## config.mk

```make
export PLATFORM = sky130hd
export DESIGN_NAME = uart_tx_fifo
export DESIGN_NICKNAME = d
export VERILOG_FILES = /design/src/rtl/uart_tx_fifo.sv
export SDC_FILE = /design/constraint.sdc
export NUM_CORES = 1
export LEC_CHECK = 0
export ABC_AREA = 1
export BUFFER_PORTS_ARGS = -buffer_cell sky130_fd_sc_hd__clkbuf_2
export CORE_MARGIN = 10
export CORE_UTILIZATION = 61
export CTS_BUF_LIST = sky130_fd_sc_hd__clkbuf_4 sky130_fd_sc_hd__clkbuf_8
export DETAILED_ROUTE_END_ITERATION = 7
export PLACE_DENSITY = 0.8
export SLEW_MARGIN = 25
export SYNTH_ARGS = -nofsm -noshare
export SYNTH_HDL_FRONTEND = slang
export SYNTH_SLANG_ARGS = --single-unit
```

## constraint.sdc

```tcl
create_clock -name clk_i -period 6.48 [get_ports clk_i]
set_input_delay 0.324 -clock clk_i [delete_from_list [all_inputs] [get_ports clk_i]]
set_output_delay 0.324 -clock clk_i [all_outputs]
set_load 0.01 [all_outputs]
```

## src/rtl/uart_tx_fifo.sv

```systemverilog
`default_nettype none
// +----------------------------------------------------------------------------+
// | uart_tx_fifo: FIFO-buffered 8N1 UART transmitter for a 7-bit char stream.  |
// | Macro UART_TX_PARITY_EN inserts an even-parity bit between DATA and STOP.  |
// | Revision: 1.0                                                              |
// +----------------------------------------------------------------------------+
module uart_tx_fifo #(
   parameter int  CLKS_PER_BIT = 868,
   parameter int  FIFO_DEPTH   = 16,
   localparam int ADDR_W       = $clog2(FIFO_DEPTH)
) (
   input  logic              clk_i,
   input  logic              rst_ni,
   input  logic [6:0]        char_i,
   input  logic              send_i,
   output logic              busy_o,
   output logic              out_o,
   output logic              idle_o,
   output logic [ADDR_W:0]   count_o,
   output logic              overflow_o
);

   localparam logic [15:0]     C_BAUD_LAST = 16'(CLKS_PER_BIT - 1);
   localparam logic [ADDR_W:0] C_DEPTH     = (ADDR_W + 1)'(FIFO_DEPTH);

`ifdef UART_TX_PARITY_EN
   typedef enum logic [2:0] {S_IDLE, S_START, S_DATA, S_PARITY, S_STOP} state_t;
`else
   typedef enum logic [1:0] {S_IDLE, S_START, S_DATA, S_STOP} state_t;
`endif

   logic [6:0]        mem_q [FIFO_DEPTH];
   logic [ADDR_W-1:0] wr_ptr_q;
   logic [ADDR_W-1:0] rd_ptr_q;
   logic [ADDR_W:0]   count_q;
   logic [ADDR_W:0]   count_d;
   logic              overflow_q;
   state_t            state_q;
   logic [15:0]       baud_q;
   logic [2:0]        bit_q;
   logic [7:0]        shift_q;
   logic              out_q;
`ifdef UART_TX_PARITY_EN
   logic              parity_q;
`endif

   logic       w_push;
   logic       w_pop;
   logic       w_baud_end;
   logic [6:0] w_head;

   assign busy_o     = (count_q == C_DEPTH);
   assign idle_o     = (state_q == S_IDLE) && (count_q == '0);
   assign count_o    = count_q;
   assign overflow_o = overflow_q;
   assign out_o      = out_q;

   assign w_baud_end = (baud_q == C_BAUD_LAST);
   assign w_push     = send_i && !busy_o;
   // The next character is taken either from IDLE or on the last STOP cycle, so frames run back to back.
   assign w_pop      = (count_q != '0) &&
                       ((state_q == S_IDLE) || ((state_q == S_STOP) && w_baud_end));
   assign w_head     = mem_q[rd_ptr_q];

   always_comb begin
      count_d = count_q;
      if (w_push && !w_pop) begin
         count_d = count_q + 1'b1;
      end else if (!w_push && w_pop) begin
         count_d = count_q - 1'b1;
      end
   end

   always_ff @(posedge clk_i) begin
      if (w_push) begin
         mem_q[wr_ptr_q] <= char_i;
      end
   end

   always_ff @(posedge clk_i) begin
      if (!rst_ni) begin
         wr_ptr_q   <= '0;
         rd_ptr_q   <= '0;
         count_q    <= '0;
         overflow_q <= 1'b0;
      end else begin
         if (w_push) begin
            wr_ptr_q <= wr_ptr_q + 1'b1;
         end
         if (w_pop) begin
            rd_ptr_q <= rd_ptr_q + 1'b1;
         end
         count_q <= count_d;
         if (send_i && busy_o) begin
            overflow_q <= 1'b1;
         end
      end
   end

   always_ff @(posedge clk_i) begin
      if (!rst_ni) begin
         state_q  <= S_IDLE;
         baud_q   <= '0;
         bit_q    <= '0;
         shift_q  <= '0;
         out_q    <= 1'b1;
`ifdef UART_TX_PARITY_EN
         parity_q <= 1'b0;
`endif
      end else begin
         baud_q <= w_baud_end ? 16'd0 : baud_q + 16'd1;
         unique case (state_q)
            S_IDLE: begin
               baud_q <= '0;
               out_q  <= 1'b1;
               if (w_pop) begin
                  shift_q  <= {1'b0, w_head};
`ifdef UART_TX_PARITY_EN
                  parity_q <= ^w_head;
`endif
                  out_q    <= 1'b0;
                  state_q  <= S_START;
               end
            end
            S_START: begin
               if (w_baud_end) begin
                  state_q <= S_DATA;
                  bit_q   <= '0;
                  out_q   <= shift_q[0];
               end
            end
            S_DATA: begin
               if (w_baud_end) begin
                  bit_q <= bit_q + 3'd1;
                  if (bit_q == 3'd7) begin
`ifdef UART_TX_PARITY_EN
                     state_q <= S_PARITY;
                     out_q   <= parity_q;
`else
                     state_q <= S_STOP;
                     out_q   <= 1'b1;
`endif
                  end else begin
                     shift_q <= {1'b0, shift_q[7:1]};
                     out_q   <= shift_q[1];
                  end
               end
            end
`ifdef UART_TX_PARITY_EN
            S_PARITY: begin
               if (w_baud_end) begin
                  state_q <= S_STOP;
                  out_q   <= 1'b1;
               end
            end
`endif
            S_STOP: begin
               if (w_baud_end) begin
                  if (w_pop) begin
                     shift_q  <= {1'b0, w_head};
`ifdef UART_TX_PARITY_EN
                     parity_q <= ^w_head;
`endif
                     out_q    <= 1'b0;
                     state_q  <= S_START;
                  end else begin
                     out_q    <= 1'b1;
                     state_q  <= S_IDLE;
                  end
               end
            end
            default: begin
               state_q <= S_IDLE;
               out_q   <= 1'b1;
            end
         endcase
      end
   end

endmodule
`default_nettype wire

```

==> flow_summary.yaml, run 1 <==
status:
  status: "finished, final reports clean"
worst_setup_path:
  worstSetupStartpointType: "flop"
  r2r-end: "count_o[4]"
  worstPathArrival_ns: 3.28
  timing.rr.start: "state_q[0]"
  reg2reg_slack_ns: 3.61
  path_class: "flop to flop"
  path_max_fanout: 7
  required_ns: 6.90
  reg2regPathDepth: 16
  crit_path_end_kind: "flop"
route:
  num_vias: 5292
  viasPerCell: 5.50
  first_iter_violations: 515
  drtAntennaViolNets: 0
  wl_um: 15100
  drtPass1Iterations: 6
  route.detailed.wl_per_inst_um: 15.7
  drc_errors: 0
clock_network:
  clockBufferDepth: 2
  cts-resized-gates: 0
  root_buffer: "clkbuf_8"
  cts_buffers: 17
  h-tree-depth: 4
  cts_tree: "built"
  postCtsSetupBuffers: 0
  clkLatencyLatePin_ns: 0.47
  clkTransAtPathRegs_ns: 0.09
  cts_hold_buf: 0
  cts.sinks: 159
finish:
  num_antenna_cells: 0
  fin_util_pct: 68.0
  area_growth_pct: 7.91
  drive_gt1_share_pct: 8.78
  finalNetCount: 836
synth:
  yosys.area.top_type: "edfxtp_1"
  synth_cells: 796
  ys_types: 36
  synth.top_cell.area_share_pct: 46.3
  ys_seq_elements: 159
  yosys-top-cells-area: "edfxtp_1, dfxtp_1, nand2_1"
  syn_avg_cell_area_um2: 9.12
  ys_warn_count: 0
  syn_nets: 825
  seq_area_frac_synth_pct: 59.3
  syn_area_um2: 7260
min_path:
  holdPathStages: 3
  hp-start: "send_i"
  hold_path.class: "input pin to flop"
  hold_end: "overflow_o"
grt:
  grt_usage_pct: 19.1
  grt_pass1_wl_um: 24700
  gr-total-overflow: 0
  grt_max_degree: 58
  antenna_found_initial: 0
  grt_pass1_vias: 5166
sta:
  skew_ns: 0.0180
  finalSetupViolCount: 0
  worst_slew_pin_slew_ns: 1.00
  slew_headroom_pct: 33.0
  finalSetupTns_ns: 0
  drv_slew: 0
  layout_min_cycle_time_ns: 2.87
  fmax_mhz: 349
  rsz0062_at_grt: "false"
  final.period_utilization_pct: 44.2
  hold_viol: 0
die:
  die_area_um2: 16700
  rows: 39
  fp.coreArea_um2: 11500
  start_util_pct: 63.0
  fp.dieH_um: 129
  ios: 19
  die_w_um: 129
pwr:
  irDropWorstVdd_v: 0.000249
  power_density_nw_per_um2: 366
  p_leak_nw: 3.29
placed_design:
  dpl.hpwl_um: 9920
  port_buffers: 18
  place_congestion: 0.935
run:
  max_cap_viol_count: 0
cell type report:
cell class	instances	area, µm²
Sequential cell	159	4310
Clock buffer	21	270
Multi-Input combinational cell	499	2400
Clock inverter	11	158
Timing Repair Buffer	20	105
Tap cell	143	179
Fill cell	846	3680
Inverter	110	414
how the worst max path moves through the flow:
stage	slack (ns)	cells past startpoint	startpoint	end
4_1_cts	3.68	16	state_q[0]	count_o[4]
5_1_grt	3.33	16	state_q[0]	count_o[4]
3_3_place_gp	3.84	16	state_q[0]	count_o[4]
3_5_place_dp	3.71	15	state_q[0]	count_o[4]
2_1_floorplan	3.99	15	state_q[0]	count_o[4]
6_report	3.61	16	state_q[0]	count_o[4]
cells by family (layout without fill, tap and decap cells):
logic type | Yosys count | after routing | share of synthesized area, %
adder cells (fa/ha/maj) | 19 | 19 | 3.38
AO/OA/AOI/OAI | 72 | 72 | 5.43
XOR/XNOR | 5 | 5 | 0.603
buffers and inverters | 138 | 162 | 7.62
AND/OR/NAND/NOR | 403 | 403 | 23.7
flip-flops | 159 | 159 | 59.3
where the power goes:
group          switching, mW  total [mW]  internal, mW
logic                  0.594       0.881         0.287
registers             0.0459        1.20          1.16
clock network          0.369       0.778         0.409
total                   1.01        2.86          1.85
state kept, by name, indices dropped and copies added (netlist names), named ones only:
| name | cells |
|---|---|
| shift_q | 7 |
| mem_q | 112 |
| overflow_o | 1 |
| wr_ptr_q | 4 |
| out_o | 1 |
| state_q | 2 |
| bit_q | 3 |
| baud_q | 16 |
| rd_ptr_q | 4 |
| count_o | 5 |
routing by layer:
metal,up-vias,track usage (%),part of all wire (%)
met5,-,0,0
met4,0,9.77,2.6
met3,37,4.98,6.8
met2,180,32.9,51
met1,2476,21.5,40
li1,2599,-,-
critical path, stage by stage, from the launching register on:
cell and delay, ns:
dfxtp_1 0.43, inv_1 0.12, ha_1 0.23, o21ai_1 0.26
inv_2 0.09, nand2_4 0.15, ha_1 0.23, inv_1 0.11
fa_1 0.42, a21o_1 0.20, a21oi_1 0.19, nor2_1 0.06
nor2_1 0.08, nand2_1 0.07, nand2_1 0.06, nand2_1 0.04
nor2_1 0.08
layout by cell type (no fill, tap or decap), drive strengths merged:
cell type,instances
edfxtp,112
clkinvlp,1
inv,109
a21o,1
buf,2
nand2,219
nor2,88
bufinv,3
o211a,1
clkinv,8
o211ai,1
a211oi,2
o21a,2
fa,1
a21oi,36
ha,18
xor2,2
o21ai,28
xnor2,3
a21boi,1
dfxtp,47
nor3,4
nand4,4
nand3,88
clkbuf,39
cell usage after synthesis:
library cell / count
edfxtp_1: 112
a21boi_1: 1
nand2_8: 1
o211a_1: 1
a21o_1: 1
nand2_4: 4
dfxtp_1: 47
clkinv_2: 1
nor3_1: 4
o21a_1: 2
o21ai_0: 18
nand2_1: 212
ha_1: 18
o211ai_1: 1
buf_2: 18
nor2_4: 3
fa_1: 1
o21ai_1: 9
nor2_1: 82
a21oi_2: 2
o21ai_2: 1
buf_1: 3
nand3_1: 88
nand2_2: 2
inv_1: 105
a21oi_1: 34
xor2_1: 2
inv_2: 2
nand4_1: 4
nor2_2: 3
xnor2_1: 3
clkbuf_1: 5
buf_4: 1
a211oi_1: 2
clkinv_1: 2
buf_6: 1
metrics by stage:
stage          power (mW)  hold slack, ns  instance area [µm²]  cells  setup WS, ns
3_3_place_gp         2.05           0.430                 7410    931          3.84
5_1_grt              3.03           0.148                 7830    963          3.33
3_5_place_dp         2.09           0.447                 7410    931          3.71
6_report             2.86           0.110                 7830    963          3.61
2_1_floorplan        1.89           0.418                 7260    796          3.99
4_1_cts              2.86          0.0880                 7830    963          3.68
Power figures use the tool's default switching activity.
==> run 2: changes to the inputs <==
Settings changed: CORE_UTILIZATION 61 to 58.
Clock period 6.48 ns to 2.3 ns, I/O delays scaled along.
==> run 2 against run 1 <==
The run now ends with setup timing left. Combinational power rose to 3.4 times the previous value. First-iteration DRC count fell by 14%. Sequential cell count did not move. Largest power group unchanged. Fmax rose by 20%. Wire length is 2.2% higher. Setup slack worse by 3.7 ns. Non-clock buffer count is 47 higher. Critical path depth did not move. Clock power rose by 150%.
==> flow_summary.yaml, run 2 (synthesis results as in run 1) <==
worst_setup_path:
  r2r-end: "count_o[4]"
  worstPathArrival_ns: 2.78
  reg2regPathDepth: 16
  path_max_fanout: 4
  worstSetupStartpointType: "flop"
  crit_path_end_kind: "flop"
  required_ns: 2.69
  path_class: "flop to flop"
  reg2reg_slack_ns: -0.08
  timing.rr.start: "count_o[3]"
route:
  drtPass1Iterations: 5
  route.detailed.wl_per_inst_um: 14.9
  first_iter_violations: 442
  drtAntennaViolNets: 0
  wl_um: 15500
  drc_errors: 0
  viasPerCell: 5.32
  num_vias: 5504
pwr:
  pwr-share-comb_pct: 35.9
  internal-power_mw: 5.27
  irDropWorstVdd_v: 0.000933
  p_leak_nw: 3.50
  power_density_nw_per_um2: 1000
  clkPwrFrac_pct: 23.2
  p_sw_share_pct: 36.3
  p_seq_share_pct: 40.9
  power.switching_mw: 3.00
min_path:
  holdPathStages: 1
  hold_path.class: "input pin to flop"
  hp-start: "char_i[5]"
  hold_end: "mem_q[3][5]"
die:
  rows: 40
  fp.dieH_um: 132
  die_w_um: 132
  ios: 19
  start_util_pct: 59.9
  die_area_um2: 17400
  fp.coreArea_um2: 12100
sta:
  slew_headroom_pct: 67.1
  layout_setup_ws_ns: -0.0834
  layout_min_cycle_time_ns: 2.38
  hold_viol: 0
  worst_slew_pin_slew_ns: 0.493
  fmax_mhz: 420
  skew_ns: 0.00818
  finalSetupTns_ns: -0.0834
  final.period_utilization_pct: 104
  finalSetupViolCount: 1
  drv_slew: 0
  holdWs_ns: 0.124
  rsz0062_at_grt: "true"
grt:
  grt_usage_pct: 17.8
  grt_max_degree: 57
  grt_pass1_wl_um: 25100
  grt_pass1_vias: 5239
  gr-total-overflow: 0
  antenna_found_initial: 0
run:
  max_cap_viol_count: 0
placed_design:
  dp_slack_ns: -0.0775
  port_buffers: 18
  dpl.hpwl_um: 10100
  place_congestion: 0.878
clock_network:
  clkTransAtPathRegs_ns: 0.09
  clockBufferDepth: 2
  cts.sinks: 159
  cts_buffers: 17
  root_buffer: "clkbuf_8"
  h-tree-depth: 4
  cts_tree: "built"
  clkLatencyLatePin_ns: 0.45
finish:
  area_growth_pct: 13.9
  final_common_cell: "nand2_1"
  num_antenna_cells: 0
  reg.largest.list: "mem_q x112, baud_q x16, shift_q x7"
  top_register: "mem_q"
  mostFrequentLayoutCells: "nand2_1, edfxtp_1, inv_1, nand3_1, nor2_1"
  finalNetCount: 883
  fill_cells: 889
  drive_gt1_share_pct: 15.3
  largest_register_ffs: 112
status:
  violations: "setup timing"
  status: "finished, violations left"
-- run 2: layer usage --
metal / global-route usage (%) / up-vias / share of wire (%)
met5: 0 / - / 0
met4: 4.88 / 0 / 0.98
met3: 4.54 / 18 / 6.8
met2: 31.2 / 171 / 51
met1: 21.2 / 2623 / 41
li1: - / 2692 / -
-- run 2: cell type report --
cell class                      instances  area (µm²)  area share [%]
Clock buffer                           18         241            2.92
Clock inverter                         14         129            1.56
Inverter                              110         419            5.07
Multi-Input combinational cell        499        2470            29.9
Sequential cell                       159        4310            52.1
Tap cell                              168         210            2.54
Timing Repair Buffer                   67         485            5.87
-- run 2: power by group through the flow --
stage	clock [mW]	sequential [mW]	combinational (mW)
3_3_place_gp	0	3.43	2.67
3_5_place_dp	0	3.44	2.79
6_report	1.92	3.38	2.97
5_1_grt	2.08	3.41	3.32
2_1_floorplan	0	3.45	1.97
4_1_cts	1.94	3.37	2.88
-- run 2: worst max path at each step --
stage                          start         end  slack, ns
after floorplan            baud_q[0]  count_o[4]       0.04
after global placement     baud_q[0]  count_o[4]       0.04
after detailed placement  state_q[0]  count_o[4]      -0.08
after CTS                  baud_q[1]  count_o[4]      0.002
after global routing      count_o[3]  count_o[4]      -0.23
final                     count_o[3]  count_o[4]      -0.08
-- run 2: repair_timing --
item                       CTS  global route
hold buffers                 1             0
hold endpoints to repair     3             0
gates resized for setup      6             7
setup endpoints to repair    2             2
buffers inserted             5             4
pin swaps                    4             9
-- run 2: critical path, cell delays in order, from the launching register on --
cell	delay, ns
dfxtp_1	0.35
nor2_2	0.15
nand4_1	0.21
o21ai_2	0.14
inv_2	0.09
nand2_8	0.06
ha_4	0.15
inv_6	0.05
fa_2	0.36
a21o_1	0.19
a21oi_2	0.14
nor2_1	0.06
nor2_1	0.08
nand2_1	0.08
nand2_1	0.07
nand2_1	0.05
nor2_1	0.11
-- run 2: stage by stage --
stage,instances,util [%],power [mW],cell area (µm²)
global placement,993,64.3,6.10,7790
floorplan,796,-,5.42,7310
detailed placement,993,64.3,6.23,7790
global route,1035,68.3,8.80,8270
finish,1035,68.3,8.27,8270
CTS,1031,67.8,8.20,8220
==> run 3: changes to the inputs <==
Settings changed: GPL_TIMING_DRIVEN from default to 0.
==> run 3 against run 2 <==
The run now ends clean. Sequential share of layout area up 1.1 points. Global-route usage up 2.4 points. Non-clock buffer count decreased by 8. Sequential cell count stayed put. Design area down 2.0%. Critical path depth stayed put.
==> flow_summary.yaml, run 3 (synthesis results as in run 1) <==
worst_setup_path:
  worstSetupStartpointType: "flop"
  critical_path.slowest_cell: "dfxtp_4"
  worstPathBufferInverterCount: 3
  path_cells: "inv_1, ha_2, o21ai_2, inv_2, nand2_8, ha_4, inv_4, fa_2, a21o_1, a21oi_2, nor2_1, nor2_1, nand2_1, nand2_1, nand2_1, nor2_1"
  worstPathArrival_ns: 2.68
  path_class: "flop to flop"
  slowest_delay_ns: 0.37
  path_max_fanout: 5
  required_ns: 2.70
  crit_path_end_kind: "flop"
  crit_family: "adder cells"
clock_network:
  h-tree-depth: 4
  cts_tree: "built"
  root_buffer: "clkbuf_8"
  clockBufferDepth: 2
  cts_buffers: 17
  clkTransAtPathRegs_ns: 0.08
  clkLatencyLatePin_ns: 0.46
  cts.sinks: 159
die:
  fp.dieH_um: 132
  start_util_pct: 59.9
  die_area_um2: 17400
  fp.coreArea_um2: 12100
  rows: 40
  die_w_um: 132
  ios: 19
pwr:
  clkPwrFrac_pct: 22.4
  p_seq_share_pct: 41.7
  p_leak_nw: 3.38
  pwr-share-comb_pct: 35.9
  power.switching_mw: 3.06
  power_density_nw_per_um2: 1010
  internal-power_mw: 5.14
  irDropWorstVdd_v: 0.000749
  p_sw_share_pct: 37.3
route:
  drtPass1Iterations: 5
  num_vias: 5496
  first_iter_violations: 541
  drtAntennaViolNets: 0
  wl_um: 17600
  route.detailed.wl_per_inst_um: 17.1
  drc_errors: 0
  viasPerCell: 5.35
sta:
  layout_min_cycle_time_ns: 2.28
  finalSetupTns_ns: 0
  layout_setup_ws_ns: 0.0188
  drv_slew: 0
  slew_headroom_pct: 39.2
  finalSetupViolCount: 0
  hold_viol: 0
  fmax_mhz: 438
  worst_slew_pin_slew_ns: 0.909
  rsz0062_at_grt: "true"
  final.period_utilization_pct: 99.2
  skew_ns: 0.00775
placed_design:
  placed_area_um2: 7610
  dp_slack_ns: -0.203
  dpl.hpwl_um: 11900
  dp.cells: 982
  place_congestion: 0.934
  port_buffers: 18
finish:
  final_cells: 1027
  final_common_cell: "nand2_1"
  num_antenna_cells: 0
  reg.largest.list: "mem_q x112, baud_q x16, shift_q x7"
  fill_cells: 960
  area_growth_pct: 11.7
  top_register: "mem_q"
  seq_area_um2: 4320
  final_area_um2: 8110
  multi_input_area_um2: 2480
  drive_gt1_share_pct: 14.3
  finalNetCount: 875
  largest_register_ffs: 112
  mostFrequentLayoutCells: "nand2_1, edfxtp_1, inv_1, nand3_1, nor2_1"
grt:
  antenna_found_initial: 0
  gr-total-overflow: 0
  grt_pass1_wl_um: 27600
  grt_usage_pct: 20.3
  grt_max_degree: 17
  grt_pass1_vias: 5340
status:
  status: "finished, final reports clean"
run:
  max_cap_viol_count: 0
min_path:
  hold_path.class: "input pin to flop"
run 3: cell count changes in the layout (fill, tap and decap cells not counted), moves of 2 or more:
| cell | change |
|---|---|
| buf_12 | -2 |
| inv_2 | +5 |
| inv_1 | -5 |
| ha_2 | +2 |
| buf_2 | +18 |
| clkinv_4 | +3 |
| clkinv_1 | +4 |
| dfxtp_1 | -2 |
| clkbuf_1 | +5 |
| buf_1 | +3 |
| inv_6 | -4 |
| buf_4 | -33 |
run 3: per-stage QoR:
stage	total power [mW]	util [%]	hold WS [ns]
after floorplan	5.42	-	0.214
after global placement	6.07	62.8	0.375
after detailed placement	6.19	62.8	0.388
after CTS	8.10	66.3	0.0691
after global routing	8.73	66.9	0.128
final	8.20	66.9	0.0900
run 3: worst paths after layout:
check / start / to / slack [ns] / depth (start not counted)
setup / recovery: state_q[0] / count_o[4] / 0.02 / 16
hold / removal: rst_ni / overflow_o / 0.09 / 3
setup reg to reg: state_q[0] / count_o[4] / 0.02 / 16
hold reg to reg: baud_q[15] / baud_q[15] / 0.47 / 2
run 3: cell type report:
type | count | area share (%)
Buffer | 28 | 1.71
Clock buffer | 17 | 2.89
Clock inverter | 15 | 1.48
Inverter | 110 | 5.14
Multi-Input combinational cell | 499 | 30.6
Sequential cell | 159 | 53.3
Tap cell | 168 | 2.59
Timing Repair Buffer | 31 | 2.35
run 3: worst reg2reg max path, cell delays in order (launching register included):
cell and delay (ns):
dfxtp_4 0.37, inv_1 0.07, ha_2 0.20, o21ai_2 0.16
inv_2 0.09, nand2_8 0.09, ha_4 0.15, inv_4 0.05
fa_2 0.34, a21o_1 0.20, a21oi_2 0.13, nor2_1 0.05
nor2_1 0.08, nand2_1 0.07, nand2_1 0.05, nand2_1 0.04
nor2_1 0.08
run 3: repair_timing:
action	in CTS	in global routing
setup endpoints to repair	23	37
endpoints found under the hold margin	3	0
buffers inserted	5	7
hold buffers	1	0
resized for setup	12	13
pin swaps	5	5
run 3: routing by layer:
layer	vias to the layer above	wire length [µm]	track usage (%)	share of wire [%]
met2	220	8700	34.0	50
met3	34	1470	4.80	8.4
met4	0	374	6.55	2.1
met5	-	0	0	0
met1	2563	7010	25.1	40
li1	2679	-	-	-
run 3: power groups by stage:
stage	logic [mW]	clock network, mW	registers [mW]
final	2.94	1.84	3.42
after global routing	3.30	1.99	3.44
after CTS	2.82	1.87	3.41
after detailed placement	2.72	0	3.46
after global placement	2.62	0	3.45
after floorplan	1.97	0	3.45
